[config.mk]
export PLATFORM = sky130hd
export DESIGN_NAME = prop_flag_monitor
export DESIGN_NICKNAME = d
export VERILOG_FILES = /design/src/rtl/prop_flag_monitor.sv
export SDC_FILE = /design/constraint.sdc
export NUM_CORES = 1
export LEC_CHECK = 0
export BUFFER_PORTS_ARGS = -buffer_cell sky130_fd_sc_hd__clkbuf_2
export CORE_MARGIN = 2
export CORE_UTILIZATION = 30
export CTS_BUF_LIST = sky130_fd_sc_hd__clkbuf_8
export CTS_CLUSTER_SIZE = 8
export DETAILED_ROUTE_END_ITERATION = 8
export PLACE_DENSITY = 0.49
export SLEW_MARGIN = 5
export SYNTH_ARGS = -nofsm -noshare
export SYNTH_HDL_FRONTEND = slang
export SYNTH_SLANG_ARGS = --single-unit
[constraint.sdc]
create_clock -name clk -period 2.9 [get_ports clk]
set_input_delay 0.725 -clock clk [delete_from_list [all_inputs] [get_ports clk]]
set_output_delay 0.725 -clock clk [all_outputs]
set_load 0.005 [all_outputs]
[src/rtl/prop_flag_monitor.sv]
// prop_flag_monitor: sticky latch, first-hit cycle stamp and one-at-a-time
// valid/ready reporting for the benchmark property flags (bit0=z1 .. bit3=z4).
// Optional per-flag saturating hit counters are built when PFM_HIT_COUNT_EN
// is defined; the default build has no hit_cnt port.
module prop_flag_monitor #(
  parameter int unsigned NFLAG     = 4,
  parameter int unsigned IW        = 2,
  parameter int unsigned CW        = 16,
  parameter int unsigned ARM_DELAY = 2
) (
  input  logic             clk,
  input  logic             reset,
  input  logic             en,
  input  logic [NFLAG-1:0] flag_in,
  input  logic             clr,
  input  logic             rpt_ready,
  output logic             rpt_valid,
  output logic [IW-1:0]    rpt_id,
  output logic [CW-1:0]    rpt_cycle,
  output logic [NFLAG-1:0] sticky,
  output logic             busy
`ifdef PFM_HIT_COUNT_EN
  ,
  output logic [NFLAG*8-1:0] hit_cnt
`endif
);

  localparam int unsigned   AW       = $clog2(ARM_DELAY + 1) + 1;
  localparam logic [AW-1:0] ARM_LAST = AW'(ARM_DELAY);

  typedef enum logic [1:0] {
    IDLE,
    ARMED,
    REPORT
  } state_e;

  state_e           state_q, state_d;
  logic [AW-1:0]    arm_q, arm_d;
  logic [CW-1:0]    cyc_q, cyc_d;
  logic [NFLAG-1:0] sticky_q, sticky_d;
  logic [NFLAG-1:0] pending_q, pending_d;
  logic [CW-1:0]    stamp_q [NFLAG];
  logic [CW-1:0]    stamp_d [NFLAG];
  logic             rpt_valid_q, rpt_valid_d;
  logic [IW-1:0]    rpt_id_q, rpt_id_d;
  logic [CW-1:0]    rpt_cycle_q, rpt_cycle_d;

  logic             armed;
  logic [NFLAG-1:0] new_hits;
  logic [NFLAG-1:0] pend_all;
  logic             sel_found;
  logic [IW-1:0]    sel_idx;
  logic             can_load;

  // With ARM_DELAY=0 the IDLE state already observes flags.
  assign armed = (state_q != IDLE) || (ARM_DELAY == 0);

  // Next-state: arming, sampling, stamping, report selection and clear
  always_comb begin
    state_d     = state_q;
    arm_d       = arm_q;
    cyc_d       = cyc_q;
    sticky_d    = sticky_q;
    pending_d   = pending_q;
    stamp_d     = stamp_q;
    rpt_valid_d = rpt_valid_q;
    rpt_id_d    = rpt_id_q;
    rpt_cycle_d = rpt_cycle_q;
    new_hits    = '0;
    sel_found   = 1'b0;
    sel_idx     = '0;
    can_load    = 1'b0;

    if (armed && en) begin
      new_hits = flag_in & ~sticky_q;
      if (cyc_q != '1) cyc_d = cyc_q + 1'b1;
    end
    for (int unsigned i = 0; i < NFLAG; i++) begin
      if (new_hits[i]) stamp_d[i] = cyc_q;
    end
    sticky_d = sticky_q | new_hits;
    pend_all = pending_q | new_hits;
    pending_d = pend_all;

    // Descending scan so the lowest set index wins.
    for (int unsigned i = NFLAG; i > 0; i--) begin
      if (pend_all[i-1]) begin
        sel_found = 1'b1;
        sel_idx   = IW'(i - 1);
      end
    end

    case (state_q)
      IDLE: begin
        if (ARM_DELAY == 0) begin
          can_load = 1'b1;
          state_d  = ARMED;
        end else if (en) begin
          arm_d = arm_q + 1'b1;
          if (arm_d == ARM_LAST) state_d = ARMED;
        end
      end
      ARMED: can_load = 1'b1;
      REPORT: begin
        if (rpt_ready) begin
          can_load = 1'b1;
          if (!sel_found) begin
            rpt_valid_d = 1'b0;
            state_d     = ARMED;
          end
        end
      end
      default: state_d = IDLE;
    endcase

    if (can_load && sel_found) begin
      rpt_valid_d        = 1'b1;
      rpt_id_d           = sel_idx;
      rpt_cycle_d        = stamp_d[sel_idx];
      pending_d[sel_idx] = 1'b0;
      state_d            = REPORT;
    end

    // Clear overrides sampling and handshake; arming progress is kept.
    if (clr) begin
      sticky_d    = '0;
      pending_d   = '0;
      cyc_d       = '0;
      rpt_valid_d = 1'b0;
      rpt_id_d    = '0;
      rpt_cycle_d = '0;
      for (int unsigned i = 0; i < NFLAG; i++) stamp_d[i] = '0;
      if (state_d == REPORT) state_d = ARMED;
    end
  end

  // State registers with asynchronous active-low reset
  always_ff @(posedge clk or negedge reset) begin
    if (!reset) begin
      state_q     <= IDLE;
      arm_q       <= '0;
      cyc_q       <= '0;
      sticky_q    <= '0;
      pending_q   <= '0;
      rpt_valid_q <= 1'b0;
      rpt_id_q    <= '0;
      rpt_cycle_q <= '0;
      for (int unsigned i = 0; i < NFLAG; i++) stamp_q[i] <= '0;
    end else begin
      state_q     <= state_d;
      arm_q       <= arm_d;
      cyc_q       <= cyc_d;
      sticky_q    <= sticky_d;
      pending_q   <= pending_d;
      rpt_valid_q <= rpt_valid_d;
      rpt_id_q    <= rpt_id_d;
      rpt_cycle_q <= rpt_cycle_d;
      for (int unsigned i = 0; i < NFLAG; i++) stamp_q[i] <= stamp_d[i];
    end
  end

  assign rpt_valid = rpt_valid_q;
  assign rpt_id    = rpt_id_q;
  assign rpt_cycle = rpt_cycle_q;
  assign sticky    = sticky_q;
  assign busy      = (|pending_q) | rpt_valid_q;

`ifdef PFM_HIT_COUNT_EN
  logic [7:0] hit_q [NFLAG];
  logic [7:0] hit_d [NFLAG];

  // Count every armed, enabled cycle a flag is high, saturating at 255
  always_comb begin
    for (int unsigned i = 0; i < NFLAG; i++) begin
      hit_d[i] = hit_q[i];
      if (armed && en && flag_in[i] && (hit_q[i] != 8'hFF)) hit_d[i] = hit_q[i] + 8'd1;
      if (clr) hit_d[i] = '0;
    end
  end

  // Hit counter registers
  always_ff @(posedge clk or negedge reset) begin
    if (!reset) begin
      for (int unsigned i = 0; i < NFLAG; i++) hit_q[i] <= '0;
    end else begin
      for (int unsigned i = 0; i < NFLAG; i++) hit_q[i] <= hit_d[i];
    end
  end

  // Pack counters onto the flat output
  always_comb begin
    hit_cnt = '0;
    for (int unsigned i = 0; i < NFLAG; i++) hit_cnt[i*8 +: 8] = hit_q[i];
  end
`endif

endmodule

==> results.md <==
- TritonCTS Buffers: 9
- GR Util All Layers: 0.156
- Max-cap violations: 0
- Area of the core: 18100 um2
- Met2 usage: 0.248
- Synthesized area per cell: 9.55 um2
- Drt wl/cell: 18.0 um
- Clock sink count: roughly 110
- Setup TNS Final: 0 ns
- Initial Util: 0.309
- Syn Inst Count: between 500 and 600
- HP Class: in2async
- Crit. End Element: register
- Chip height: roughly 140 um
- Slew headroom: 0.575
- Final min period: 2.63 ns
- Post-CTS Setup Inserts: 0
- Post-Syn Nets: 604
- Tot Pwr: 4.38 mW
- Register area share after synthesis: 0.500
- Final setup viols: 0
- DP HPWL: between 9000 and 10000 um
- Peak supply drop: 0.292 mV
- Critical path required time: 3.23 ns
- GR Layer Usage met1: 0.218
- RePlAce Congestion: 0.776
- Startpoint types: register
- Library cells used by synthesis: 56
- CTS max path bufs: 2
- Worst-path clk slew: between 0.1 and 0.15 ns
- Power Density: a little over 700 nW/um2
- Detailed Route WL: about 15000 um
- Final clock skew: between 0.02 and 0.025 ns
- ANT nets after route: 0
- RSZ-0062 raised after global routing: no
- Critical Path AT: about 3.0 ns
- # DRC: 0
- Final Hold Fails: 0
- Port Buffers: 32
- Leakage Power: 2.59 nW
- Fin util: 0.338
- Clk root buf: clkbuf_8
- Ys flop type: dfrtp_1
- Post_cts resized: 0
- Vias in the first global route: 4256
- Vias per cell: 5.16
- Diode count: 0
- CTS Hold Buffers Added: 0
- Die footprint: 19800 um2
- Max-slew violations: 0
- Worst Tran Pin Value: 0.637 ns
- Std-Cell Rows: 49
- Worst-path fanout max: 21
- Clk_lat worst skew: 0.39 ns
- First-pass GRT wire length: 24000 um
- I/O pin total: 33
- Remaining Overflow, GRT: 0
- Outcome: finished, final reports clean
- Fraction of layout cells with a size suffix above 1: 0.130
- GRT met3 Usage: 0.0363
- Pin count of the biggest net entering global routing: 73
- CTS H-tree lvls: 3
- 1st-iter DRT viols: 304
- Antenna violations before repair: 0
- Synth Register Bits: 112
- Ys Warns: 0
- Iteration count of the initial detailed-routing pass: 4
- Number of synthesized flops with an enable pin: 0
- Nets: 610
- Most used routing layer: met2
- Area growth syn-to-layout: 9.55%
- Vias: about 4300
- Cell area after synthesis: 5610 um2
- TritonCTS clock tree: built
- Die width: 141 um
- Setup Crit Path Kind: reg2reg
- Period utilization: 0.907
- Ys async rst share: 1.00
- Maximum clock frequency: 380 MHz
-- layout by cell type (no fill, tap or decap), types with 3 or more instances in the layout --
cell type  synthesis  layout
o21ai_0           20      20
ha_1               8       8
clkbuf_8           0      11
a32o_1            16      16
clkbuf_2           1      30
nand4_1            3       3
mux2i_1           35      35
nor4_1             3       3
inv_1              9       9
buf_4              3      16
a31oi_1            4       4
nor3_1             9       9
nand3_1            8       8
nand2_1          107     107
a211oi_1           3       3
a32oi_1           14      14
xnor2_1           13      13
nor2b_1            3       3
dfrtp_1          112     112
clkinv_2           0       3
nor2_1            67      67
a21oi_1           54      54
and2_1             4       4
-- per-stage QoR --
| stage | instance area (um2) | setup WS, ns | hold slack, ns | std cells |
|---|---|---|---|---|
| 6_report | 6140 | 0.270 | 0.160 | 827 |
| 5_1_grt | 6140 | 0.152 | 0.139 | 827 |
| 4_1_cts | 6140 | 0.276 | 0.141 | 827 |
| 3_5_place_dp | 5940 | 0.333 | 0.486 | 811 |
| 3_3_place_gp | 5940 | 0.367 | 0.483 | 811 |
| 2_1_floorplan | 5610 | 0.614 | 0.429 | 587 |
-- where the power goes --
| group | switching, mW | total (mW) | internal (mW) |
|---|---|---|---|
| clock | 0.550 | 0.996 | 0.446 |
| sequential | 0.138 | 1.83 | 1.69 |
| combinational | 0.942 | 1.55 | 0.605 |
-- worst max-delay path, cell delays in order (launching register included) --
cell      delay [ns]
dfrtp_1         0.45
inv_1           0.12
ha_1            0.38
and4bb_4        0.36
nor4_4          0.40
a21oi_2         0.20
nor2_4          0.44
a32o_1          0.20
-- Yosys cell counts (all sizes together), types with 8 or more instances --
cell / count / share of area
a21oi: 55 / 0.050
nor3: 11 / 0.012
a32o: 16 / 0.029
xnor2: 13 / 0.020
o21ai: 22 / 0.020
clkbuf: 29 / 0.020
buf: 25 / 0.029
nand2: 107 / 0.072
mux2i: 35 / 0.062
a32oi: 14 / 0.022
ha: 8 / 0.018
dfrtp: 112 / 0.50
inv: 9 / 0.0060
nor2: 68 / 0.047
nand3: 8 / 0.0071
-- flip-flops by register name, summed over array words and instances (netlist names) --
name	count
stamp_q	64
arm_q	3
rpt_cycle	16
cyc_q	16
state_q	2
rpt_valid	1
sticky	4
pending_q	4
rpt_id	2
-- metal layers --
layer	share of wire	wire, um
met5	0	0
met4	0.0088	131
met3	0.036	533
met2	0.48	7070
met1	0.48	7120
-- worst paths after layout --
kind	slack (ns)	depth (start not counted)	start	endpoint
worst min-delay path	0.16	1	reset	stamp_q[3]$_DFF_PN0_
max in group asynchronous	2.07	2	reset	stamp_q[24]$_DFF_PN0_
min in group clk	0.50	1	arm_q[2]$_DFFE_PN0P_	arm_q[2]$_DFFE_PN0P_
worst max register to register	0.27	7	state_q[0]$_DFF_PN0_	rpt_cycle[7]$_DFFE_PN0P_
worst min register to register	0.50	1	arm_q[2]$_DFFE_PN0P_	arm_q[2]$_DFFE_PN0P_
worst max-delay path	0.27	7	state_q[0]$_DFF_PN0_	rpt_cycle[7]$_DFFE_PN0P_
-- kinds of logic (layout without fill, tap and decap cells) --
logic type,after synthesis,after routing,synth area share
simple gates,224,224,0.187
compound gates,130,130,0.155
flops,112,112,0.500
buf+inv,63,74,0.0544
mux,35,35,0.0625
xor+xnor,15,15,0.0234
fa+ha+maj,8,8,0.0179
-- cell type report --
cell class                      instances  area, um2
Inverter                                9       33.8
Tap cell                              229        287
Clock inverter                          5       53.8
Sequential cell                       112       2800
Clock buffer                           11        151
Multi-Input combinational cell        412       2500
Timing Repair Buffer                   49        315
Fill cell                            1893      12000
(Power assumes the default switching activity.)
